### config.mk
export PLATFORM = sky130hd
export DESIGN_NAME = burst_param_sequencer
export DESIGN_NICKNAME = d
export VERILOG_FILES = /design/src/rtl/burst_param_sequencer.sv
export SDC_FILE = /design/constraint.sdc
export NUM_CORES = 1
export LEC_CHECK = 0
export BUFFER_PORTS_ARGS = -buffer_cell sky130_fd_sc_hd__buf_2
export CORE_ASPECT_RATIO = 1.75
export CORE_UTILIZATION = 35
export CTS_CLUSTER_DIAMETER = 120
export DETAILED_ROUTE_END_ITERATION = 12
export PLACE_DENSITY = 0.55
export SYNTH_ARGS = -nofsm -noshare
export SYNTH_HDL_FRONTEND = slang
export SYNTH_SLANG_ARGS = --single-unit
export TNS_END_PERCENT = 10
### constraint.sdc
create_clock -name clk -period 12.4 [get_ports clk]
set_clock_uncertainty 0.15 [all_clocks]
set_input_delay 1.86 -clock clk [delete_from_list [all_inputs] [get_ports clk]]
set_output_delay 1.86 -clock clk [all_outputs]
set_load 0.03 [all_outputs]
### src/rtl/burst_param_sequencer.sv
// Steps a burst divider through a small table of {m1, m2, rep} entries, advancing on each
// rising edge of the divider's silent phase so that new parameters land during silence.
module burst_param_sequencer #(
    parameter int unsigned DIV_WIDTH    = 10,
    parameter int unsigned REP_WIDTH    = 4,
    parameter int unsigned PHASE2_WIDTH = 10
) (
    input  logic                    clk,
    input  logic                    reset,
    input  logic                    cfg_we,
    input  logic [1:0]              cfg_addr,
    input  logic [DIV_WIDTH-1:0]    cfg_m1,
    input  logic [PHASE2_WIDTH-1:0] cfg_m2,
    input  logic [REP_WIDTH-1:0]    cfg_rep,
    input  logic [1:0]              seq_len,
    input  logic [7:0]              loop_count,
    input  logic                    start,
    input  logic                    stop,
    input  logic                    abort,
    input  logic                    phase_status_in,
    output logic                    enable_out,
    output logic [DIV_WIDTH-1:0]    m1_out,
    output logic [PHASE2_WIDTH-1:0] m2_out,
    output logic [REP_WIDTH-1:0]    rep_out,
    output logic [1:0]              cur_index,
    output logic                    busy,
    output logic                    done
);

    typedef enum logic [1:0] {StIdle, StLoad, StRun} state_e;

    state_e                  state_q, state_d;
    logic [DIV_WIDTH-1:0]    tbl_m1  [4];
    logic [PHASE2_WIDTH-1:0] tbl_m2  [4];
    logic [REP_WIDTH-1:0]    tbl_rep [4];
    logic [DIV_WIDTH-1:0]    m1_q;
    logic [PHASE2_WIDTH-1:0] m2_q;
    logic [REP_WIDTH-1:0]    rep_q;
    logic [1:0]              idx_q, idx_d;
    logic [7:0]              pass_q, pass_d;
    logic                    stop_q, stop_d;
    logic                    phase_q;
    logic                    done_q, done_d;
    logic                    load;
    logic [1:0]              load_sel;
    logic                    boundary;

    // A zero m1 or m2 means the divider never reaches silence, so the entry is terminal.
    assign boundary = !phase_q && phase_status_in && (m1_q != '0) && (m2_q != '0);

    always_comb begin
        state_d  = state_q;
        idx_d    = idx_q;
        pass_d   = pass_q;
        stop_d   = stop_q;
        done_d   = 1'b0;
        load     = 1'b0;
        load_sel = 2'd0;
        unique case (state_q)
            StIdle: begin
                if (start) state_d = StLoad;
            end
            StLoad: begin
                if (abort) begin
                    state_d = StIdle;
                    done_d  = 1'b1;
                end else begin
                    load    = 1'b1;
                    idx_d   = 2'd0;
                    pass_d  = 8'd0;
                    stop_d  = 1'b0;
                    state_d = StRun;
                end
            end
            StRun: begin
                if (abort) begin
                    state_d = StIdle;
                    done_d  = 1'b1;
                end else begin
                    if (stop) stop_d = 1'b1;
                    if (boundary) begin
                        if (stop_q) begin
                            state_d = StIdle;
                            done_d  = 1'b1;
                        end else if (idx_q < seq_len) begin
                            idx_d    = idx_q + 2'd1;
                            load     = 1'b1;
                            load_sel = idx_q + 2'd1;
                        end else if ((loop_count != 8'd0) && (pass_q == loop_count - 8'd1)) begin
                            state_d = StIdle;
                            done_d  = 1'b1;
                        end else begin
                            idx_d  = 2'd0;
                            pass_d = pass_q + 8'd1;
                            load   = 1'b1;
                        end
                    end
                end
            end
            default: state_d = StIdle;
        endcase
    end

    always_ff @(posedge clk or posedge reset) begin
        if (reset) begin
            state_q <= StIdle;
            m1_q    <= '0;
            m2_q    <= '0;
            rep_q   <= '0;
            idx_q   <= 2'd0;
            pass_q  <= 8'd0;
            stop_q  <= 1'b0;
            phase_q <= 1'b0;
            done_q  <= 1'b0;
        end else begin
            state_q <= state_d;
            idx_q   <= idx_d;
            pass_q  <= pass_d;
            stop_q  <= stop_d;
            phase_q <= phase_status_in;
            done_q  <= done_d;
            if (load) begin
                m1_q  <= tbl_m1[load_sel];
                m2_q  <= tbl_m2[load_sel];
                rep_q <= tbl_rep[load_sel];
            end
        end
    end

    always_ff @(posedge clk or posedge reset) begin
        if (reset) begin
            for (int i = 0; i < 4; i++) begin
                tbl_m1[i]  <= '0;
                tbl_m2[i]  <= '0;
                tbl_rep[i] <= '0;
            end
        end else if (cfg_we) begin
            tbl_m1[cfg_addr]  <= cfg_m1;
            tbl_m2[cfg_addr]  <= cfg_m2;
            tbl_rep[cfg_addr] <= cfg_rep;
        end
    end

    assign enable_out = (state_q == StRun);
    assign busy       = (state_q != StIdle);
    assign done       = done_q;
    assign cur_index  = idx_q;
    assign m1_out     = m1_q;
    assign m2_out     = m2_q;
    assign rep_out    = rep_q;

endmodule

==> key figures <==
Timing
  • Finish-stage setup viols: 0
  • Highest attainable clock frequency: 0.206 GHz
  • Relative slew margins: 0.155
  • Final period utilization: 0.391
  • RSZ-0062 raised after global routing: no
  • Final Max Tran Viols: 0
  • Worst-margin pin slew: 1270 ps
  • Final hold vios: 0
  • TNS Setup: 0 ps
  • Tmin final: 4850 ps
  • Final setup margin: 7550 ps

Synth
  • Post-synth EDFFs: 0
  • Synthesis Warnings: 0
  • Main synth FF type: dfrtp_1
  • Net Count, Synth: 548
  • Sequential fraction of the synthesis area: 0.533
  • Synth unique cells: 44
  • #FFs+latches synth: 135
  • Synth Area per Inst: 12.7 um2
  • Post-Syn Instances: 498
  • Mapped Area: 0.00633 mm2
  • Synth async-reset ratio: 1.00

Critical path
  • Nature of the critical path endpoint: register
  • Worst Path Max Fanout: 24
  • CP Cell Sequence: buf_2 > inv_1 > ha_1 > or4_1 > a21oi_1 > o311ai_2 > or3_4 > a31oi_4 > mux2_2
  • Worst endpoint data arrival time: 5000 ps
  • CP max stage cell: a31oi_4
  • Crit start category: input port
  • CP required: 12550 ps
  • Setup CP Type: in2reg
  • Crit path max-delay family: compound AO/OA/AOI/OAI gates
  • Buf/Inv on CP: 2
  • Crit-path max cell delay: 790 ps

Detailed routing
  • Routed vias: 4403
  • DRC Markers: 0
  • Routed wire length: 16000 um
  • Wire per inst: 19.7 um
  • DRT iter0 DRCs: 240
  • Routed Antenna Nets: 0
  • Pre-antenna DRT Iters: 4
  • Avg Vias per Cell: 5.42

Placed design
  • Routability Congestion: 0.898
  • Setup Slack @ Placement: 7150 ps
  • HPWL after DPL: 10200 um
  • Port Buffer Count: 71
  • Area of placed instances: 0.00695 mm2

Clock tree
  • Root buffer cell: clkbuf_16
  • Post-CTS Setup Bufs: 0
  • Worst skew pair latency: 410 ps
  • CTS max path bufs: 2
  • CTS tree: yes
  • Hold buffer count at CTS: 0
  • H-tree levels: 4
  • CTS Buf Count: 17
  • Clock transition at the registers of the reported paths: 60 ps
  • # resized after CTS: 0
  • TritonCTS Sinks: 135

Floorplan
  • Ports: 72
  • Row Count: 64
  • Initial core utilization: 0.359
  • Die H: 180 um
  • Core area: 0.0176 mm2
  • Die area: 0.0187 mm2
  • Die width: 104 um

Global route
  • Vias in the first global route: 4759
  • Largest net degree at the start of global routing: 69
  • GR Overflow Total: 0
  • Initial antenna violation count: 0
  • Total track usage: 0.180
  • Wire length of the first global-routing pass: 26000 um

Pwr
  • Power Density: 217 mW/mm2
  • LEAKAGE: 3.37 nW
  • IR Drop Worst-Case VDD: 0.0846 mV

Finish
  • Design area: 0.00761 mm2
  • Commonest non-fill, non-tap cell in the layout: dfrtp_1
  • Nets@finish: 620
  • Most frequent cells in the layout: 135 x dfrtp_1, 119 x mux2_2, 71 x buf_2
  • Antenna cells: 0
  • Area growth, synth to finish: 20.1%
  • Layout Utilization: 0.432
  • Layout cells sized above 1: 0.414

Status
  • Status: complete, no violations

Hold path
  • HP Class: reg2reg

Run
  • Max-cap violations: 0
## logic make-up after synthesis
logic type,Yosys count,synth area share
adder cells (fa/ha/maj),7,0.0138
flip-flops,135,0.533
multiplexers,124,0.220
AO/OA/AOI/OAI,113,0.137
XOR/XNOR,10,0.0138
buffers and inverters,41,0.0271
AND/OR/NAND/NOR,68,0.0555
## per-layer routing
| metal | global-route usage | vias to the layer above | part of all wire |
|---|---|---|---|
| met5 | 0 | - | 0 |
| met4 | 0.0646 | 0 | 0.015 |
| met3 | 0.0294 | 17 | 0.027 |
| met2 | 0.344 | 72 | 0.56 |
| met1 | 0.197 | 2294 | 0.40 |
| li1 | - | 2020 | - |
## final cells by class
type | instances | area, um2
clock buffer | 17 | 425
inverter | 14 | 55.1
timing repair buffer | 80 | 423
multi-input combinational | 322 | 2810
fill | 1690 | 10000
sequential | 135 | 3380
tap | 231 | 289
clock inverter | 14 | 231
## Yosys cell counts, types with 3 or more instances
cell / instances / area, um2
nand2_1: 11 / 41.3
xnor2_1: 5 / 43.8
nand3b_1: 4 / 30.0
a21oi_1: 11 / 55.1
mux2_2: 119 / 1340
or4_1: 3 / 22.5
clkbuf_1: 22 / 82.6
nor2_1: 19 / 71.3
inv_1: 14 / 52.6
or3_1: 4 / 25.0
nand3_1: 11 / 55.1
o21ai_0: 5 / 25.0
o31ai_1: 6 / 45.0
a211oi_1: 3 / 22.5
dfrtp_1: 135 / 3380
xor2_1: 5 / 43.8
o22a_1: 23 / 201
a21o_1: 3 / 22.5
mux2i_1: 5 / 50.1
nor4_1: 5 / 31.3
a2bb2oi_1: 23 / 201
ha_1: 7 / 87.6
o22ai_1: 25 / 156
## report_power, final
part | switching, mW | internal (mW)
registers | 0.0810 | 0.549
clock network | 0.191 | 0.374
logic | 0.259 | 0.196
total | 0.531 | 1.12
## metrics by stage
stage / hold slack [ps] / instances / power (mW)
floorplan: 329 / 498 / 0.951
global placement: 337 / 782 / 1.08
detailed placement: 344 / 782 / 1.10
CTS: 357 / 813 / 1.67
global route: 364 / 813 / 1.73
finish: 355 / 813 / 1.65
## registers in the layout (all words and copies together), names as in the netlist
name	count
cur_index	2
phase_q	1
state_q	2
tbl_rep	16
m1_out	10
tbl_m1	40
stop_q	1
tbl_m2	40
rep_out	4
m2_out	10
done	1
pass_q	8
## final timing paths
kind / cells past startpoint / from / slack, ps / endpoint
hold reg to reg: 1 / tbl_rep[3] / 350 / tbl_rep[3]
max in group asynchronous: 3 / reset / 9210 / tbl_m2[11]
hold / removal: 1 / tbl_rep[3] / 350 / tbl_rep[3]
setup reg to reg: 8 / cur_index[1] / 9090 / m1_out[4]
setup / recovery: 9 / loop_count[0] / 7550 / m2_out[0]
min in group asynchronous: 2 / reset / 1460 / tbl_m1[6]
(Power assumes the default switching activity.)
